`src/rtl/mem_bus_arbiter_pkg.sv`:
```
// Shared types and constants for the instruction/data memory bus arbiter.
package mem_bus_arbiter_pkg;

  localparam logic [1:0] SZ_BYTE = 2'd0;
  localparam logic [1:0] SZ_HALF = 2'd1;
  localparam logic [1:0] SZ_WORD = 2'd2;

  // FSM encoding kept as plain constants so legacy code can compare raw bits
  localparam logic [1:0] ST_IDLE = 2'd0;
  localparam logic [1:0] ST_ADDR = 2'd1;
  localparam logic [1:0] ST_DATA = 2'd2;

  typedef logic [1:0] arb_state_t;

  typedef enum logic [1:0] {
    OWN_NONE = 2'd0,
    OWN_I    = 2'd1,
    OWN_D    = 2'd2
  } arb_owner_t;

endpackage

```
`src/rtl/mem_bus_arbiter_if.sv`:
```
// Requester-side (fetch/data) and external-bus signals of the memory arbiter.
interface mem_bus_arbiter_if #(
  parameter int AW = 32,
  parameter int DW = 32
);

  logic          i_req;
  logic [AW-1:0] i_addr;
  logic          i_addr_ok;
  logic          i_data_ok;
  logic [DW-1:0] i_rdata;

  logic          d_req;
  logic          d_wr;
  logic [1:0]    d_size;
  logic [AW-1:0] d_addr;
  logic [DW-1:0] d_wdata;
  logic          d_addr_ok;
  logic          d_data_ok;
  logic [DW-1:0] d_rdata;

  logic          bus_req;
  logic          bus_wr;
  logic [1:0]    bus_size;
  logic [AW-1:0] bus_addr;
  logic [DW-1:0] bus_wdata;
  logic          bus_addr_ok;
  logic          bus_data_ok;
  logic [DW-1:0] bus_rdata;

  // Arbiter side
  modport master (
    input  i_req, i_addr,
    output i_addr_ok, i_data_ok, i_rdata,
    input  d_req, d_wr, d_size, d_addr, d_wdata,
    output d_addr_ok, d_data_ok, d_rdata,
    output bus_req, bus_wr, bus_size, bus_addr, bus_wdata,
    input  bus_addr_ok, bus_data_ok, bus_rdata
  );

  // Requesters plus external slave
  modport slave (
    output i_req, i_addr,
    input  i_addr_ok, i_data_ok, i_rdata,
    output d_req, d_wr, d_size, d_addr, d_wdata,
    input  d_addr_ok, d_data_ok, d_rdata,
    input  bus_req, bus_wr, bus_size, bus_addr, bus_wdata,
    output bus_addr_ok, bus_data_ok, bus_rdata
  );

endinterface

```
`src/rtl/mem_bus_arbiter.sv`:
```
// Shares one SRAM-like bus between fetch and data ports: one outstanding
// transaction, data priority, fetch guaranteed a slot after MAX_D_BURST data grants.
module mem_bus_arbiter
  import mem_bus_arbiter_pkg::*;
#(
  parameter int AW          = 32,
  parameter int DW          = 32,
  parameter int MAX_D_BURST = 2
) (
  input  logic              clk,
  input  logic              reset,
  mem_bus_arbiter_if.master bus
);

  localparam int CW = (MAX_D_BURST < 1) ? 1 : $clog2(MAX_D_BURST + 1);
  localparam logic [CW-1:0] BURST_MAX = CW'(MAX_D_BURST);

  typedef struct packed {
    logic          wr;
    logic [1:0]    size;
    logic [AW-1:0] addr;
    logic [DW-1:0] wdata;
  } bus_req_t;

  arb_state_t    r_state;
  arb_owner_t    r_owner;
  logic [CW-1:0] r_burst;
  bus_req_t      r_req;

  logic w_grant_i;
  logic w_grant_d;
  logic w_addr_acc;
  logic w_data_done;
  logic w_own_i;
  logic w_own_d;
  logic w_i_data_ok;
  logic w_d_data_ok;

  assign w_grant_i   = bus.i_req & (~bus.d_req | (r_burst == BURST_MAX));
  assign w_grant_d   = bus.d_req & ~w_grant_i;
  assign w_addr_acc  = (r_state == ST_ADDR) & bus.bus_addr_ok;
  // Completion either in DATA or folded into the address-accept cycle
  assign w_data_done = ((r_state == ST_DATA) | w_addr_acc) & bus.bus_data_ok;
  assign w_own_i     = (r_owner == OWN_I);
  assign w_own_d     = (r_owner == OWN_D);

  // Arbitration FSM, owner, starvation counter and latched request
  always_ff @(posedge clk or negedge reset) begin
    if (!reset) begin
      r_state <= ST_IDLE;
      r_owner <= OWN_NONE;
      r_burst <= '0;
      r_req   <= '0;
    end else begin
      case (r_state)
        ST_IDLE: begin
          if (w_grant_i) begin
            r_state     <= ST_ADDR;
            r_owner     <= OWN_I;
            r_burst     <= '0;
            r_req.wr    <= 1'b0;
            r_req.size  <= SZ_WORD;
            r_req.addr  <= bus.i_addr;
            r_req.wdata <= '0;
          end else if (w_grant_d) begin
            r_state     <= ST_ADDR;
            r_owner     <= OWN_D;
            if (!bus.i_req) begin
              r_burst <= '0;
            end else if (r_burst != BURST_MAX) begin
              r_burst <= r_burst + CW'(1);
            end else begin
              r_burst <= r_burst;
            end
            r_req.wr    <= bus.d_wr;
            r_req.size  <= bus.d_size;
            r_req.addr  <= bus.d_addr;
            r_req.wdata <= bus.d_wdata;
          end else begin
            r_state <= ST_IDLE;
          end
        end
        ST_ADDR: begin
          if (w_data_done) begin
            r_state <= ST_IDLE;
            r_owner <= OWN_NONE;
          end else if (w_addr_acc) begin
            r_state <= ST_DATA;
          end else begin
            r_state <= ST_ADDR;
          end
        end
        ST_DATA: begin
          if (bus.bus_data_ok) begin
            r_state <= ST_IDLE;
            r_owner <= OWN_NONE;
          end else begin
            r_state <= ST_DATA;
          end
        end
        default: begin
          r_state <= ST_IDLE;
          r_owner <= OWN_NONE;
        end
      endcase
    end
  end

  assign w_i_data_ok = w_data_done & w_own_i;
  assign w_d_data_ok = w_data_done & w_own_d;

  assign bus.i_addr_ok = w_addr_acc & w_own_i;
  assign bus.i_data_ok = w_i_data_ok;
  assign bus.i_rdata   = w_i_data_ok ? bus.bus_rdata : '0;
  assign bus.d_addr_ok = w_addr_acc & w_own_d;
  assign bus.d_data_ok = w_d_data_ok;
  assign bus.d_rdata   = w_d_data_ok ? bus.bus_rdata : '0;

  // Bus fields come only from the latched request so they cannot glitch with requester inputs
  assign bus.bus_req   = (r_state == ST_ADDR);
  assign bus.bus_wr    = r_req.wr;
  assign bus.bus_size  = r_req.size;
  assign bus.bus_addr  = r_req.addr;
  assign bus.bus_wdata = r_req.wdata;

endmodule

```
`src/flat_wrapper.sv`:
```
// flat-port wrapper written by rule: the top's interface ports become plain ports
module mem_bus_arbiter_flat import mem_bus_arbiter_pkg::*;
#(
  parameter int AW          = 32,
  parameter int DW          = 32,
  parameter int MAX_D_BURST = 2
)
  (clk, reset, bus_i_req, bus_i_addr, bus_i_addr_ok, bus_i_data_ok, bus_i_rdata, bus_d_req, bus_d_wr, bus_d_size, bus_d_addr, bus_d_wdata, bus_d_addr_ok, bus_d_data_ok, bus_d_rdata, bus_bus_req, bus_bus_wr, bus_bus_size, bus_bus_addr, bus_bus_wdata, bus_bus_addr_ok, bus_bus_data_ok, bus_bus_rdata);
  mem_bus_arbiter_if #(.AW(AW), .DW(DW)) bus_i ();
  input  logic clk;
  input  logic reset;
  input wire logic [$bits(bus_i.i_req)-1:0] bus_i_req;
  input wire logic [$bits(bus_i.i_addr)-1:0] bus_i_addr;
  output wire logic [$bits(bus_i.i_addr_ok)-1:0] bus_i_addr_ok;
  output wire logic [$bits(bus_i.i_data_ok)-1:0] bus_i_data_ok;
  output wire logic [$bits(bus_i.i_rdata)-1:0] bus_i_rdata;
  input wire logic [$bits(bus_i.d_req)-1:0] bus_d_req;
  input wire logic [$bits(bus_i.d_wr)-1:0] bus_d_wr;
  input wire logic [$bits(bus_i.d_size)-1:0] bus_d_size;
  input wire logic [$bits(bus_i.d_addr)-1:0] bus_d_addr;
  input wire logic [$bits(bus_i.d_wdata)-1:0] bus_d_wdata;
  output wire logic [$bits(bus_i.d_addr_ok)-1:0] bus_d_addr_ok;
  output wire logic [$bits(bus_i.d_data_ok)-1:0] bus_d_data_ok;
  output wire logic [$bits(bus_i.d_rdata)-1:0] bus_d_rdata;
  output wire logic [$bits(bus_i.bus_req)-1:0] bus_bus_req;
  output wire logic [$bits(bus_i.bus_wr)-1:0] bus_bus_wr;
  output wire logic [$bits(bus_i.bus_size)-1:0] bus_bus_size;
  output wire logic [$bits(bus_i.bus_addr)-1:0] bus_bus_addr;
  output wire logic [$bits(bus_i.bus_wdata)-1:0] bus_bus_wdata;
  input wire logic [$bits(bus_i.bus_addr_ok)-1:0] bus_bus_addr_ok;
  input wire logic [$bits(bus_i.bus_data_ok)-1:0] bus_bus_data_ok;
  input wire logic [$bits(bus_i.bus_rdata)-1:0] bus_bus_rdata;
  assign bus_i.i_req = bus_i_req;
  assign bus_i.i_addr = bus_i_addr;
  assign bus_i_addr_ok = bus_i.i_addr_ok;
  assign bus_i_data_ok = bus_i.i_data_ok;
  assign bus_i_rdata = bus_i.i_rdata;
  assign bus_i.d_req = bus_d_req;
  assign bus_i.d_wr = bus_d_wr;
  assign bus_i.d_size = bus_d_size;
  assign bus_i.d_addr = bus_d_addr;
  assign bus_i.d_wdata = bus_d_wdata;
  assign bus_d_addr_ok = bus_i.d_addr_ok;
  assign bus_d_data_ok = bus_i.d_data_ok;
  assign bus_d_rdata = bus_i.d_rdata;
  assign bus_bus_req = bus_i.bus_req;
  assign bus_bus_wr = bus_i.bus_wr;
  assign bus_bus_size = bus_i.bus_size;
  assign bus_bus_addr = bus_i.bus_addr;
  assign bus_bus_wdata = bus_i.bus_wdata;
  assign bus_i.bus_addr_ok = bus_bus_addr_ok;
  assign bus_i.bus_data_ok = bus_bus_data_ok;
  assign bus_i.bus_rdata = bus_bus_rdata;
  mem_bus_arbiter #(.AW(AW), .DW(DW), .MAX_D_BURST(MAX_D_BURST)) u_core (.clk(clk), .reset(reset), .bus(bus_i));
endmodule
```
`config.mk`:
```
export PLATFORM = sky130hd
export DESIGN_NAME = mem_bus_arbiter_flat
export DESIGN_NICKNAME = d
export VERILOG_FILES = /design/src/rtl/mem_bus_arbiter_pkg.sv /design/src/rtl/mem_bus_arbiter_if.sv /design/src/rtl/mem_bus_arbiter.sv /design/src/flat_wrapper.sv
export SDC_FILE = /design/constraint.sdc
export NUM_CORES = 1
export LEC_CHECK = 0
export CORE_ASPECT_RATIO = 1.1
export CORE_MARGIN = 2
export CORE_UTILIZATION = 35
export DETAILED_ROUTE_END_ITERATION = 12
export PLACE_DENSITY_LB_ADDON = 0.2
export SLEW_MARGIN = 20
export SYNTH_ARGS = -nofsm -noshare
export SYNTH_HDL_FRONTEND = slang
export SYNTH_SLANG_ARGS = --single-unit
```
`constraint.sdc`:
```
create_clock -name clk -period 2.27 [get_ports clk]
set_clock_uncertainty 0.15 [all_clocks]
set_input_delay 0.454 -clock clk [delete_from_list [all_inputs] [get_ports clk]]
set_output_delay 0.454 -clock clk [all_outputs]
set_load 0.05 [all_outputs]
```
==> impl_metrics.csv, run 1 <==
group,metric,value,unit
status,status,"finished with violations",
status,violations,"negative setup slack",
detailed_routing,first_iter_violations,152,
floorplan,fp.coreArea,0.0103,mm^2
sta,fin_ws,-258,ps
sta,period_share,111,%
setup_path,cp_data_required_time,1670,ps
layout,area_delta_synth_final,116,%
layout,drive_gt1_share,25.6,%
layout,nets,786,
grt,grt_max_degree,44,
sta,setup_violations,66,
yosys,yosysSeqAreaShare,49.5,%
sta,slew_violations,0,
setup_path,slowest_stage,"dfrtp_2",
layout,nFillCells,653,
clock_network,h-tree-depth,3,
yosys,yosysTopAreaCell,"dfrtp_1",
setup_path,critPathKind,"register to output port",
setup_path,crit_path_start_kind,"register",
placed_design,place.detailed.hpwl,11.3,mm
clock_network,clock_path_buffers,2,
detailed_routing,viasPerCell,5.41,
clock_network,clock_latency,330,ps
yosys,synth_nets,519,
floorplan,die_w,102,um
yosys,synthTopCellsByArea,"dfrtp_1 (50%), and3_1 (11%), a22o_1 (8.1%), a31oi_1 (5.4%), o21ai_0 (4.6%)",
pwr,p_per_area,1240,mW/mm^2
yosys,syn_area_per_cell,9.68,um^2
floorplan,initial_core_util,35.6,%
grt,grt_pass1_wl,23.4,mm
yosys,synth.distinct_cells,29,
setup_path,timing.critical_path.mode_cell,"buf_12",
detailed_routing,drc_errors,0,
detailed_routing,wl_met1,5.99,mm
clock_network,cts-root-buf,"clkbuf_16",
sta,max_clock_freq,395,MHz
floorplan,die_area,0.0114,mm^2
detailed_routing,route.met3.wl,1.44,mm
setup_path,cp_num_buf_inv,3,
sta,rsz0062_at_grt,"true",
yosys,synthTopCellsByCount,"dfrtp_1 (73), and3_1 (66), a22o_1 (34), o21ai_0 (34), a21oi_1 (33)",
grt,grtUsageTotal,26.8,%
sta,whs,324,ps
sta,fin_crit,2530,ps
detailed_routing,post_drt_wl_per_cell,20.9,um
yosys,synth_area,0.00369,mm^2
yosys,synth.top_cell.area_share,49.5,%
grt,grt-ovfl-total,0,
detailed_routing,final_antenna_net_count,0,
yosys,synth-seq-cells,73,
detailed_routing,drt-pass1-iter-count,4,
floorplan,io_pins,273,
detailed_routing,wl_met2,8.52,mm
placed_design,place_ws,-270,ps
yosys,async_flop_share,100,%
yosys,synth_edf_count,0,
yosys,synth.most_common_cell,"dfrtp_1",
setup_path,crit_chain,"nand3b_1 > a21boi_4 > buf_12 > buf_12 > and3_1 > buf_12",
setup_path,end_kind,"output port",
yosys,synth_ff_type,"dfrtp_1",
flow_run,max-cap-violations,0,
yosys,synth_warnings,0,
sta,hold_violations,0,
setup_path,critPathMaxStageDelay,400,ps
sta,tightestPinTransition,572,ps
placed_design,io_buffers,272,
floorplan,rows,39,
pwr,irDropWorstVdd,0.000765,V
worst_hold_path,hold_class,"primary input to register",
detailed_routing,vias,4317,
setup_path,crit_arrival,1920,ps
setup_path,critical-path-top-delay-family,"simple AND/OR/NAND/NOR gates",
grt,antenna_found_initial,2,
detailed_routing,drt_wl_total,16.7,mm
setup_path,crit_path_max_fanout,9,
clock_network,clk_pin_slew,60,ps
clock_network,clock_sinks,73,
pwr,p_leak,3.30,nW
placed_design,gp_congestion,0.799,
clock_network,cts_tree,"done",
sta,max_slew_margin,61.7,%
detailed_routing,highest_layer,"met4",
floorplan,die_height,112,um
yosys,syn-instance-count,381,
grt,grt_pass1_vias,4240,
clock_network,cts_buffers,9,
## layer usage
layer / vias to the layer above / track usage, %
li1: 1967 / -
met1: 2053 / 30.9
met2: 250 / 46.4
met3: 47 / 7.66
met4: 0 / 10.4
met5: - / 0
## repair_timing
| item | 4_1_cts | 5_1_grt |
|---|---|---|
| gates cloned | 3 | 3 |
| setup buffers | 4 | 1 |
| hold buffers | 1 | 0 |
| endpoints found under the hold margin | 30 | 0 |
| resized for setup | 16 | 42 |
| pin swaps | 4 | 8 |
| endpoints found under the setup margin | 66 | 67 |
## worst register-to-register path, cell delays in order, from the launching register on
cell and delay [ps]:
dfrtp_2 400, buf_4 160, nor2_2 390, nand2_1 180
buf_12 220, a22o_1 270
## cell families after synthesis
logic type / share of synthesized area (%)
flip-flops: 49.5
adder cells (fa/ha/maj): 0.339
AND/OR/NAND/NOR: 18.3
AO/OA/AOI/OAI: 24.4
buffers and inverters: 7.40
## placed cells by master, fill, tap and decap left out, types with 4 or more instances in the layout
master,netlist,final
a21oi_1,33,33
nand3_1,32,32
and3_1,66,22
o21ai_0,34,34
a22o_1,34,34
buf_12,0,75
and3_4,0,44
clkdlybuf4s50_1,0,200
clkbuf_16,0,11
buf_4,3,16
dfrtp_1,73,71
a31oi_1,32,32
inv_1,4,4
## report_power, final
group          internal [mW]  switching [mW]  total [mW]
Clock                  0.736           0.543        1.28
Sequential              1.91           0.359        2.27
Combinational           2.38            3.93        6.31
## final cells by class
class / count / area [um^2] / area share, %
diodes: 3 / 7.51 / 0.0943
clock buffers: 9 / 225 / 2.83
clock inverters: 6 / 42.5 / 0.534
inverters: 4 / 15.0 / 0.189
multi-input cells: 257 / 1830 / 23.0
flip-flops and latches: 73 / 1830 / 23.0
well taps: 143 / 179 / 2.25
repair buffers: 303 / 3830 / 48.1
## metrics by stage
stage / utilization (%) / instances / power [mW] / instance area (um^2) / setup TNS, ps
2_1_floorplan: - / 381 / 5.96 / 3690 / 0
3_3_place_gp: 70.0 / 768 / 8.11 / 7240 / -14150
3_5_place_dp: 70.0 / 768 / 8.22 / 7240 / -14800
4_1_cts: 74.4 / 791 / 9.72 / 7700 / -13500
5_1_grt: 77.0 / 797 / 10.3 / 7960 / -18690
6_report: 77.0 / 798 / 9.86 / 7960 / -14010
## state kept, by name, summed over array words and instances (netlist names)
name                  cells
u_core.bus.bus_wdata     32
u_core.r_owner            2
u_core.bus.bus_wr         1
u_core.bus.bus_size       2
u_core.bus.bus_addr      32
u_core.r_burst            2
u_core.r_state            2
## path summary, 6_finish.rpt
check                                         start  cells after the start                       end  slack, ps
setup reg to reg                  u_core.r_state[1]                      5   u_core.bus.bus_wdata[9]        390
min in group asynchronous                     reset                      2    u_core.bus.bus_addr[3]        470
hold reg to reg            u_core.bus.bus_wdata[24]                      1  u_core.bus.bus_wdata[24]        350
setup / recovery                  u_core.r_state[1]                      6            bus_i_rdata[6]       -260
hold / removal                      bus_bus_data_ok                      2         u_core.r_state[1]        320
max in group asynchronous                     reset                      3         u_core.r_state[0]        920
No activity file was read; power rests on OpenSTA's default activity.
==> inputs of run 2 (changes only) <==
- GPL_TIMING_DRIVEN: not set -> 0
==> impl_metrics.csv, run 2 (same netlist as run 1, synthesis figures left out) <==
group,metric,value,unit
setup_path,cp_data_required_time,1670,ps
pwr,irDropWorstVdd,0.000753,V
floorplan,rows,39,
sta,tightestPinTransition,565,ps
grt,grt_max_degree,47,
setup_path,critical-path-top-delay-family,"buffers and inverters",
sta,max_clock_freq,407,MHz
pwr,p_per_area,1300,mW/mm^2
clock_network,cts-root-buf,"clkbuf_16",
clock_network,h-tree-depth,3,
sta,setup_violations,67,
sta,slew_violations,0,
detailed_routing,vias,4412,
sta,period_share,108,%
detailed_routing,viasPerCell,5.32,
grt,grt-ovfl-total,0,
status,violations,"negative setup slack",
setup_path,crit_path_max_fanout,10,
placed_design,place.detailed.hpwl,10.9,mm
placed_design,gp_congestion,0.849,
grt,grtUsageTotal,25.5,%
grt,met3_usage,7.53,%
layout,design_area,0.00782,mm^2
setup_path,end_kind,"output port",
pwr,p_leak,3.30,nW
setup_path,crit_arrival,1850,ps
clock_network,cts_tree,"done",
floorplan,die_area,0.0114,mm^2
layout,nets,820,
grt,grt_pass1_vias,4379,
setup_path,critPathMaxStageDelay,430,ps
clock_network,clock_latency,320,ps
layout,nFillCells,692,
sta,hold_violations,0,
pwr,power,10.2,mW
floorplan,io_pins,273,
setup_path,timing.critical_path.mode_cell,"buf_8",
floorplan,die_height,112,um
detailed_routing,drc_errors,0,
clock_network,clk_pin_slew,60,ps
worst_hold_path,hold_class,"primary input to register",
grt,busiest_layer,"met2",
grt,use_met1,28.6,%
grt,antenna_found_initial,0,
sta,fin_crit,2460,ps
clock_network,cts_buffers,9,
setup_path,crit_path_start_kind,"register",
setup_path,cp_num_buf_inv,4,
clock_network,clock_sinks,73,
layout,drive_gt1_share,27.7,%
floorplan,fp.coreArea,0.0103,mm^2
detailed_routing,first_iter_violations,162,
layout,area_delta_synth_final,112,%
layout,num_antenna_cells,0,
floorplan,die_w,102,um
grt,use_met2,44.1,%
placed_design,placed_cell_area,0.00660,mm^2
flow_run,max-cap-violations,0,
detailed_routing,drt_wl_total,16.5,mm
placed_design,io_buffers,271,
layout,final_common_cell,"clkdlybuf4s50_1",
status,status,"finished with violations",
setup_path,crit_chain,"nand2b_4 > a21boi_4 > buf_12 > buf_8 > buf_8 > and3_4 > buf_8",
detailed_routing,drt-pass1-iter-count,4,
sta,fin_ws,-187,ps
detailed_routing,post_drt_wl_per_cell,19.9,um
setup_path,slowest_stage,"dfrtp_1",
setup_path,critPathKind,"register to output port",
grt,grt_pass1_wl,22.8,mm
layout,layout_common_cells,"clkdlybuf4s50_1 (199), dfrtp_1 (73), buf_8 (69)",
clock_network,clock_path_buffers,2,
sta,rsz0062_at_grt,"true",
detailed_routing,final_antenna_net_count,0,
floorplan,initial_core_util,35.6,%
sta,max_slew_margin,62.2,%
[run 2: cell count changes in the layout (fill, tap and decap cells not counted), moves of 3 or more]
cell / previous run / this run
and3_4: 44 / 56
nor2b_4: 0 / 3
buf_8: 1 / 69
buf_6: 3 / 19
buf_2: 0 / 4
clkbuf_1: 0 / 21
and3_1: 22 / 10
buf_12: 75 / 2
clkbuf_2: 0 / 3
diode_2: 3 / 0
[run 2: path summary, 6_finish.rpt]
check                           cells past startpoint  slack, ps               from                       to
worst max-delay path                                7       -190  u_core.r_state[0]          bus_d_rdata[20]
worst min-delay path                                3        280          bus_i_req  u_core.bus.bus_addr[20]
worst max register to register                      8        240  u_core.r_state[1]   u_core.bus.bus_size[0]
worst min register to register                      1        350  u_core.r_burst[1]        u_core.r_burst[1]
max in group asynchronous                           3        920              reset        u_core.r_owner[0]
min in group asynchronous                           2        480              reset   u_core.bus.bus_addr[3]
[run 2: cell type report]
class / count / area [um^2] / area share (%)
buffer: 46 / 338 / 4.32
clock buffer: 11 / 243 / 3.10
clock inverter: 4 / 76.3 / 0.976
inverter: 4 / 15.0 / 0.192
multi-input combinational: 257 / 1910 / 24.4
sequential: 73 / 1830 / 23.4
tap: 143 / 179 / 2.29
timing repair buffer: 291 / 3230 / 41.4
[run 2: worst min-delay path: stages]
cell,delay (ps)
buf_6,120
nand3_1,60
a31oi_1,70
[run 2: where the power goes]
group	leakage, nW	internal, mW	switching [mW]
sequential	0.875	1.91	0.367
combinational	2.27	2.42	3.98
clock	0.152	0.991	0.540
total	3.30	5.32	4.89
[run 2: repair_timing]
item / CTS / global route
hold buffers: 1 / 0
endpoints found under the setup margin: 69 / 68
gates resized for setup: 539 / 112
buffers inserted: 6 / 9
pin swaps: 6 / 10
endpoints found under the hold margin: 27 / 0
gates cloned: 2 / 1
[run 2: layer usage]
layer / up-vias / share of wire [%] / wire length, um
li1: 2033 / - / -
met1: 2105 / 36 / 5890
met2: 226 / 52 / 8500
met3: 48 / 8.4 / 1390
met4: 0 / 4.3 / 715
met5: - / 0 / 0
[run 2: metrics by stage]
stage          setup slack, ps  hold slack, ps  setup TNS [ps]  cells  util [%]
3_5_place_dp             -1370             253          -80320    796      63.8
4_1_cts                   -222             270          -11860    820      70.8
2_1_floorplan             27.3            8.41               0    381         -
5_1_grt                   -275             296          -14830    829      75.6
6_report                  -187             282           -8660    829      75.6
3_3_place_gp             -1870             331         -214430    795      63.6
